File: config.mk
export PLATFORM = sky130hd
export DESIGN_NAME = dice_turn_ctrl
export DESIGN_NICKNAME = d
export VERILOG_FILES = /design/src/rtl/dice_pkg.sv /design/src/rtl/rr_arbiter.sv /design/src/rtl/dice_turn_ctrl.sv
export SDC_FILE = /design/constraint.sdc
export NUM_CORES = 1
export LEC_CHECK = 0
export BUFFER_PORTS_ARGS = -buffer_cell sky130_fd_sc_hd__buf_2
export CELL_PAD_IN_SITES_DETAIL_PLACEMENT = 0
export CELL_PAD_IN_SITES_GLOBAL_PLACEMENT = 1
export CORE_ASPECT_RATIO = 0.75
export CORE_MARGIN = 1
export CORE_UTILIZATION = 36
export CTS_CLUSTER_SIZE = 16
export DETAILED_ROUTE_END_ITERATION = 8
export PLACE_DENSITY = 0.75
export SYNTH_ARGS = -nofsm -noshare
export SYNTH_HDL_FRONTEND = slang
export SYNTH_SLANG_ARGS = --single-unit
File: constraint.sdc
create_clock -name clk -period 6.5 [get_ports clk]
set_clock_uncertainty 0.05 [all_clocks]
set_input_delay 0.65 -clock clk [delete_from_list [all_inputs] [get_ports clk]]
set_output_delay 0.65 -clock clk [all_outputs]
set_load 0.005 [all_outputs]
File: src/rtl/dice_pkg.sv
// Shared types and constants for the dice turn scheduler.
package dice_pkg;

  typedef enum logic [1:0] {
    IDLE   = 2'd0,
    ROLL   = 2'd1,
    SETTLE = 2'd2,
    OVER   = 2'd3
  } dice_state_t;

  localparam int FACE_MIN = 1;
  localparam int FACE_MAX = 6;
  localparam int FACE_W   = 3;

endpackage

File: src/rtl/rr_arbiter.sv
// Combinational round-robin picker: first set request at or above ptr, with wrap.
module rr_arbiter #(
  parameter int N  = 2,
  parameter int IW = $clog2(N)
) (
  input  logic [N-1:0]  req,
  input  logic [IW-1:0] ptr,
  output logic [N-1:0]  gnt,
  output logic [IW-1:0] gnt_idx,
  output logic          any
);

  int            k;
  logic [IW-1:0] idx;

  always_comb begin
    gnt     = '0;
    gnt_idx = '0;
    any     = 1'b0;
    k       = 0;
    idx     = '0;
    for (int i = 0; i < N; i++) begin
      k = int'(ptr) + i;
      if (k >= N) k = k - N;
      idx = IW'(k);
      if (!any && req[idx]) begin
        any     = 1'b1;
        gnt_idx = idx;
      end
    end
    if (any) gnt = N'(1) << gnt_idx;
  end

endmodule

File: src/rtl/dice_turn_ctrl.sv
// Shares one diceroll between N players: round-robin grant, roll while held,
// capture the settled face into the owner's score and declare a winner.
module dice_turn_ctrl
  import dice_pkg::*;
#(
  parameter int N_PLAYERS = 2,
  parameter int TARGET    = 20,
  parameter int SCORE_W   = 8
) (
  input  logic                           clk,
  input  logic                           rst,
  input  logic [N_PLAYERS-1:0]           req,
  input  logic [FACE_W-1:0]              throw,
  output logic                           dice_button,
  output logic [N_PLAYERS-1:0]           grant,
  output logic [FACE_W-1:0]              result,
  output logic [$clog2(N_PLAYERS)-1:0]   result_player,
  output logic                           result_valid,
  output logic [N_PLAYERS*SCORE_W-1:0]   score,
  output logic                           game_over,
  output logic [$clog2(N_PLAYERS)-1:0]   winner,
  output logic [1:0]                     dbg_state
);

  localparam int IW = $clog2(N_PLAYERS);

  dice_state_t          state_q;
  logic [N_PLAYERS-1:0] grant_q;
  logic [IW-1:0]        owner_q;
  logic [IW-1:0]        rr_ptr_q;
  logic [FACE_W-1:0]    result_q;
  logic [IW-1:0]        result_player_q;
  logic                 result_valid_q;
  logic                 game_over_q;
  logic [IW-1:0]        winner_q;
  logic [SCORE_W-1:0]   score_q [N_PLAYERS];

  logic [N_PLAYERS-1:0] arb_gnt;
  logic [IW-1:0]        arb_idx;
  logic                 arb_any;
  logic [SCORE_W:0]     sum_w;
  logic [SCORE_W-1:0]   score_d;
  logic [IW-1:0]        rr_ptr_d;

  rr_arbiter #(.N(N_PLAYERS), .IW(IW)) u_arb (
    .req     (req),
    .ptr     (rr_ptr_q),
    .gnt     (arb_gnt),
    .gnt_idx (arb_idx),
    .any     (arb_any)
  );

  // Extra carry bit lets the add saturate instead of wrapping.
  assign sum_w    = {1'b0, score_q[owner_q]} + (SCORE_W+1)'(throw);
  assign score_d  = sum_w[SCORE_W] ? '1 : sum_w[SCORE_W-1:0];
  assign rr_ptr_d = (owner_q == IW'(N_PLAYERS-1)) ? '0 : owner_q + IW'(1);

  always_ff @(posedge clk) begin
    if (rst) begin
      state_q         <= IDLE;
      grant_q         <= '0;
      owner_q         <= '0;
      rr_ptr_q        <= '0;
      result_q        <= '0;
      result_player_q <= '0;
      result_valid_q  <= 1'b0;
      game_over_q     <= 1'b0;
      winner_q        <= '0;
      for (int i = 0; i < N_PLAYERS; i++) score_q[i] <= '0;
    end else begin
      result_valid_q <= 1'b0;
      case (state_q)
        IDLE: begin
          if (arb_any) begin
            grant_q <= arb_gnt;
            owner_q <= arb_idx;
            state_q <= ROLL;
          end
        end
        ROLL: begin
          if (!req[owner_q]) state_q <= SETTLE;
        end
        SETTLE: begin
          result_q           <= throw;
          result_player_q    <= owner_q;
          score_q[owner_q]   <= score_d;
          result_valid_q     <= 1'b1;
          rr_ptr_q           <= rr_ptr_d;
          grant_q            <= '0;
          if (score_d >= SCORE_W'(TARGET)) begin
            state_q     <= OVER;
            game_over_q <= 1'b1;
            winner_q    <= owner_q;
          end else begin
            state_q <= IDLE;
          end
        end
        OVER: state_q <= OVER;
        default: state_q <= IDLE;
      endcase
    end
  end

  // result_valid is a one-cycle strobe with no ready: consumers must take it that cycle.
  assign dice_button   = (state_q == ROLL);
  assign grant         = grant_q;
  assign result        = result_q;
  assign result_player = result_player_q;
  assign result_valid  = result_valid_q;
  assign game_over     = game_over_q;
  assign winner        = winner_q;
  assign dbg_state     = state_q;

  for (genvar g = 0; g < N_PLAYERS; g++) begin : g_score
    assign score[g*SCORE_W +: SCORE_W] = score_q[g];
  end

endmodule
==> flow_metrics.env <==
export IMPL_clock_sinks=30
export IMPL_synth_compound_area_share_pct=16.7
export IMPL_cts_htree_levels=2
export IMPL_synth_fa_ha_area_share_pct=3.62
export IMPL_critPathLaunchType="flip-flop"
export IMPL_die_area_um2=4680
export IMPL_ys_types=43
export IMPL_worstPathMaxFanout=15
export IMPL_fin_nets=197
export IMPL_power_mw=0.431
export IMPL_cts_tree="yes"
export IMPL_clock_latency_ns=0.28
export IMPL_diodes=0
export IMPL_track_usage_pct=16.7
export IMPL_setup_viol=0
export IMPL_synthSimpleGateAreaFrac_pct=20.1
export IMPL_numCtsBuffers=5
export IMPL_clockBufferDepth=2
export IMPL_grt_pass1_wl_um=5750
export IMPL_grt_overflow_total=0
export IMPL_peakVddDrop_mv=0.145
export IMPL_antenna_found_initial=0
export IMPL_drt_wl_total_um=3440
export IMPL_hpwl_um=2640
export IMPL_ant_nets=0
export IMPL_finalHoldViolCount=0
export IMPL_p_leak_nw=0.804
export IMPL_critPathKind="flip-flop to flip-flop"
export IMPL_synth_top_family_by_area="simple AND/OR/NAND/NOR gates"
export IMPL_min_period_ns=3.30
export IMPL_area_growth_pct=17.3
export IMPL_drive_gt1_share_pct=28.9
export IMPL_gp_congestion=0.879
export IMPL_root_buffer="clkbuf_8"
export IMPL_p_per_area_nw_per_um2=232
export IMPL_syn_instance_count=150
export IMPL_viasPerCell=5.19
export IMPL_synth_async_sr_flop_share_pct=0
export IMPL_postCtsSetupRepairBufs=0
export IMPL_io_pins=35
export IMPL_synth_edf_count=16
export IMPL_relSlewSlack_pct=52.4
export IMPL_clkSlewWorstSetupHoldPaths_ns=0.06
export IMPL_chipWidth_um=78.7
export IMPL_max_freq_mhz=303
export IMPL_maxSlewViolCount=0
export IMPL_ys_ff_latch=30
export IMPL_design_core_area_um2=4130
export IMPL_end_kind="flip-flop"
export IMPL_drc_errors=0
export IMPL_portBuffers=34
export IMPL_fin_tns_setup_ns=0
export IMPL_avgSynthCellArea_um2=10.6
export IMPL_start_util_pct=38.5
export IMPL_die_h_um=59.5
export IMPL_synth_fp_nets=161
export IMPL_grt_max_degree=16
export IMPL_grt_pass1_vias=1164
export IMPL_cts_repair_resized=0
export IMPL_worst_slew_pin_slew_ns=0.714
export IMPL_wire_per_inst_um=14.2
export IMPL_vias=1255
export IMPL_holdBufCountCts=0
export IMPL_fin_crit_sh_pct=50.7
export IMPL_rsz0062_at_grt="false"
export IMPL_synthXorXnorAreaFrac_pct=0.552
export IMPL_dr_pass1_iters=5
export IMPL_ys_warn_count=0
export IMPL_arrival_ns=3.42
export IMPL_cap_viol_max_count=0
export IMPL_syn_area_um2=1590
export IMPL_required_ns=6.62
export IMPL_ys_flop_type="edfxtp_1"
export IMPL_status="finished clean"
export IMPL_drtIter0Drc=56
export IMPL_num_rows=20
export IMPL_ys_seq_area_share_pct=47.9
export IMPL_hold_path_class="flip-flop to flip-flop"
export IMPL_synth_area_mux_share_pct=7.41
==> sequential cells by signal, indices dropped and copies added, names as in the netlist, 2 cells and up, named ones only <==
name	cells
score_q	16
result	3
grant	2
dbg_state	2
==> worst max-delay path, stage by stage (launching register included) <==
cell	delay (ns)
dfxtp_1	0.78
mux2_2	0.42
ha_1	0.22
fa_1	0.42
a21oi_2	0.35
or3_1	0.18
o21ai_1	0.11
o2111ai_2	0.32
a21oi_1	0.11
a41o_1	0.22
==> cell families (layout without fill, tap and decap cells) <==
kind of cell / after synthesis / in the layout
DFF: 30 / 30
xor gates and xnor gates: 1 / 1
buffers and inverters: 9 / 46
adders and majority gates: 4 / 4
and+or+nand+nor: 60 / 60
AOI/OAI and AO/OA: 35 / 35
muxes: 11 / 11
==> cell type report <==
cell class	count	area, um2
clock buffer	8	80.1
fill	406	2270
inverter	4	15.0
multi-input combinational	111	768
sequential	30	761
tap	55	68.8
timing repair buffer	34	170
==> cells in the final DEF, fill, tap and decap left out, types with 2 or more instances in the layout <==
| cell type | netlist | routed |
|---|---|---|
| a21boi_0 | 2 | 2 |
| a21o_1 | 2 | 2 |
| a21oi_1 | 13 | 13 |
| buf_2 | 1 | 34 |
| clkbuf_1 | 2 | 3 |
| clkbuf_8 | 0 | 5 |
| dfxtp_1 | 14 | 14 |
| edfxtp_1 | 16 | 16 |
| ha_1 | 3 | 3 |
| inv_1 | 4 | 4 |
| mux2_2 | 5 | 5 |
| mux2i_1 | 5 | 5 |
| nand2_1 | 16 | 16 |
| nand2b_1 | 3 | 3 |
| nand3_1 | 3 | 3 |
| nand3b_1 | 2 | 2 |
| nor2_1 | 24 | 24 |
| nor2b_1 | 4 | 4 |
| o21ai_0 | 4 | 4 |
| o21ai_1 | 2 | 2 |
| or3_1 | 2 | 2 |
==> power by group <==
| part | total [mW] | switching (mW) | internal [mW] |
|---|---|---|---|
| registers | 0.223 | 0.0123 | 0.210 |
| logic | 0.0697 | 0.0393 | 0.0305 |
| clock network | 0.139 | 0.0633 | 0.0758 |
==> through the flow <==
stage                     hold WS (ns)  area, um2  std cells  setup slack [ns]  utilization, %
final                            0.403       1860        242              3.20            45.1
after global routing             0.434       1860        242              2.99            45.1
after CTS                        0.407       1860        242              3.21            45.1
after detailed placement         0.399       1780        234              3.21            43.2
after global placement           0.389       1780        234              3.36            43.2
after floorplan                  0.403       1590        150              3.72               -
==> routing by layer <==
layer  part of all wire (%)  GRT usage [%]  vias up
li1                       -              -      613
met1                     49           22.1      599
met2                     44           25.0       36
met3                    4.8           4.62        7
met4                    1.9           8.73        0
met5                      0              0        -
==> synth_stat cells, types with 2 or more instances <==
cell | n | area, um2
nand2_1 | 16 | 60.1
o21ai_0 | 4 | 20.0
nand3b_1 | 2 | 15.0
inv_1 | 4 | 15.0
dfxtp_1 | 14 | 280
clkbuf_1 | 2 | 7.51
edfxtp_1 | 16 | 480
nand3_1 | 3 | 15.0
nand2b_1 | 3 | 18.8
a21oi_1 | 13 | 65.1
mux2_2 | 5 | 56.3
nor2_1 | 24 | 90.1
nor2b_1 | 4 | 25.0
a21boi_0 | 2 | 15.0
a21o_1 | 2 | 15.0
ha_1 | 3 | 37.5
mux2i_1 | 5 | 50.1
or3_1 | 2 | 12.5
o21ai_1 | 2 | 10.0
==> worst paths after layout <==
kind              from   endpoint  slack [ns]  depth (start not counted)
max          flip-flop     winner        3.20                          9
min          result[0]  result[0]        0.40                          2
max reg2reg  flip-flop     winner        3.20                          9
min reg2reg  result[0]  result[0]        0.40                          2
(Power assumes the default switching activity.)
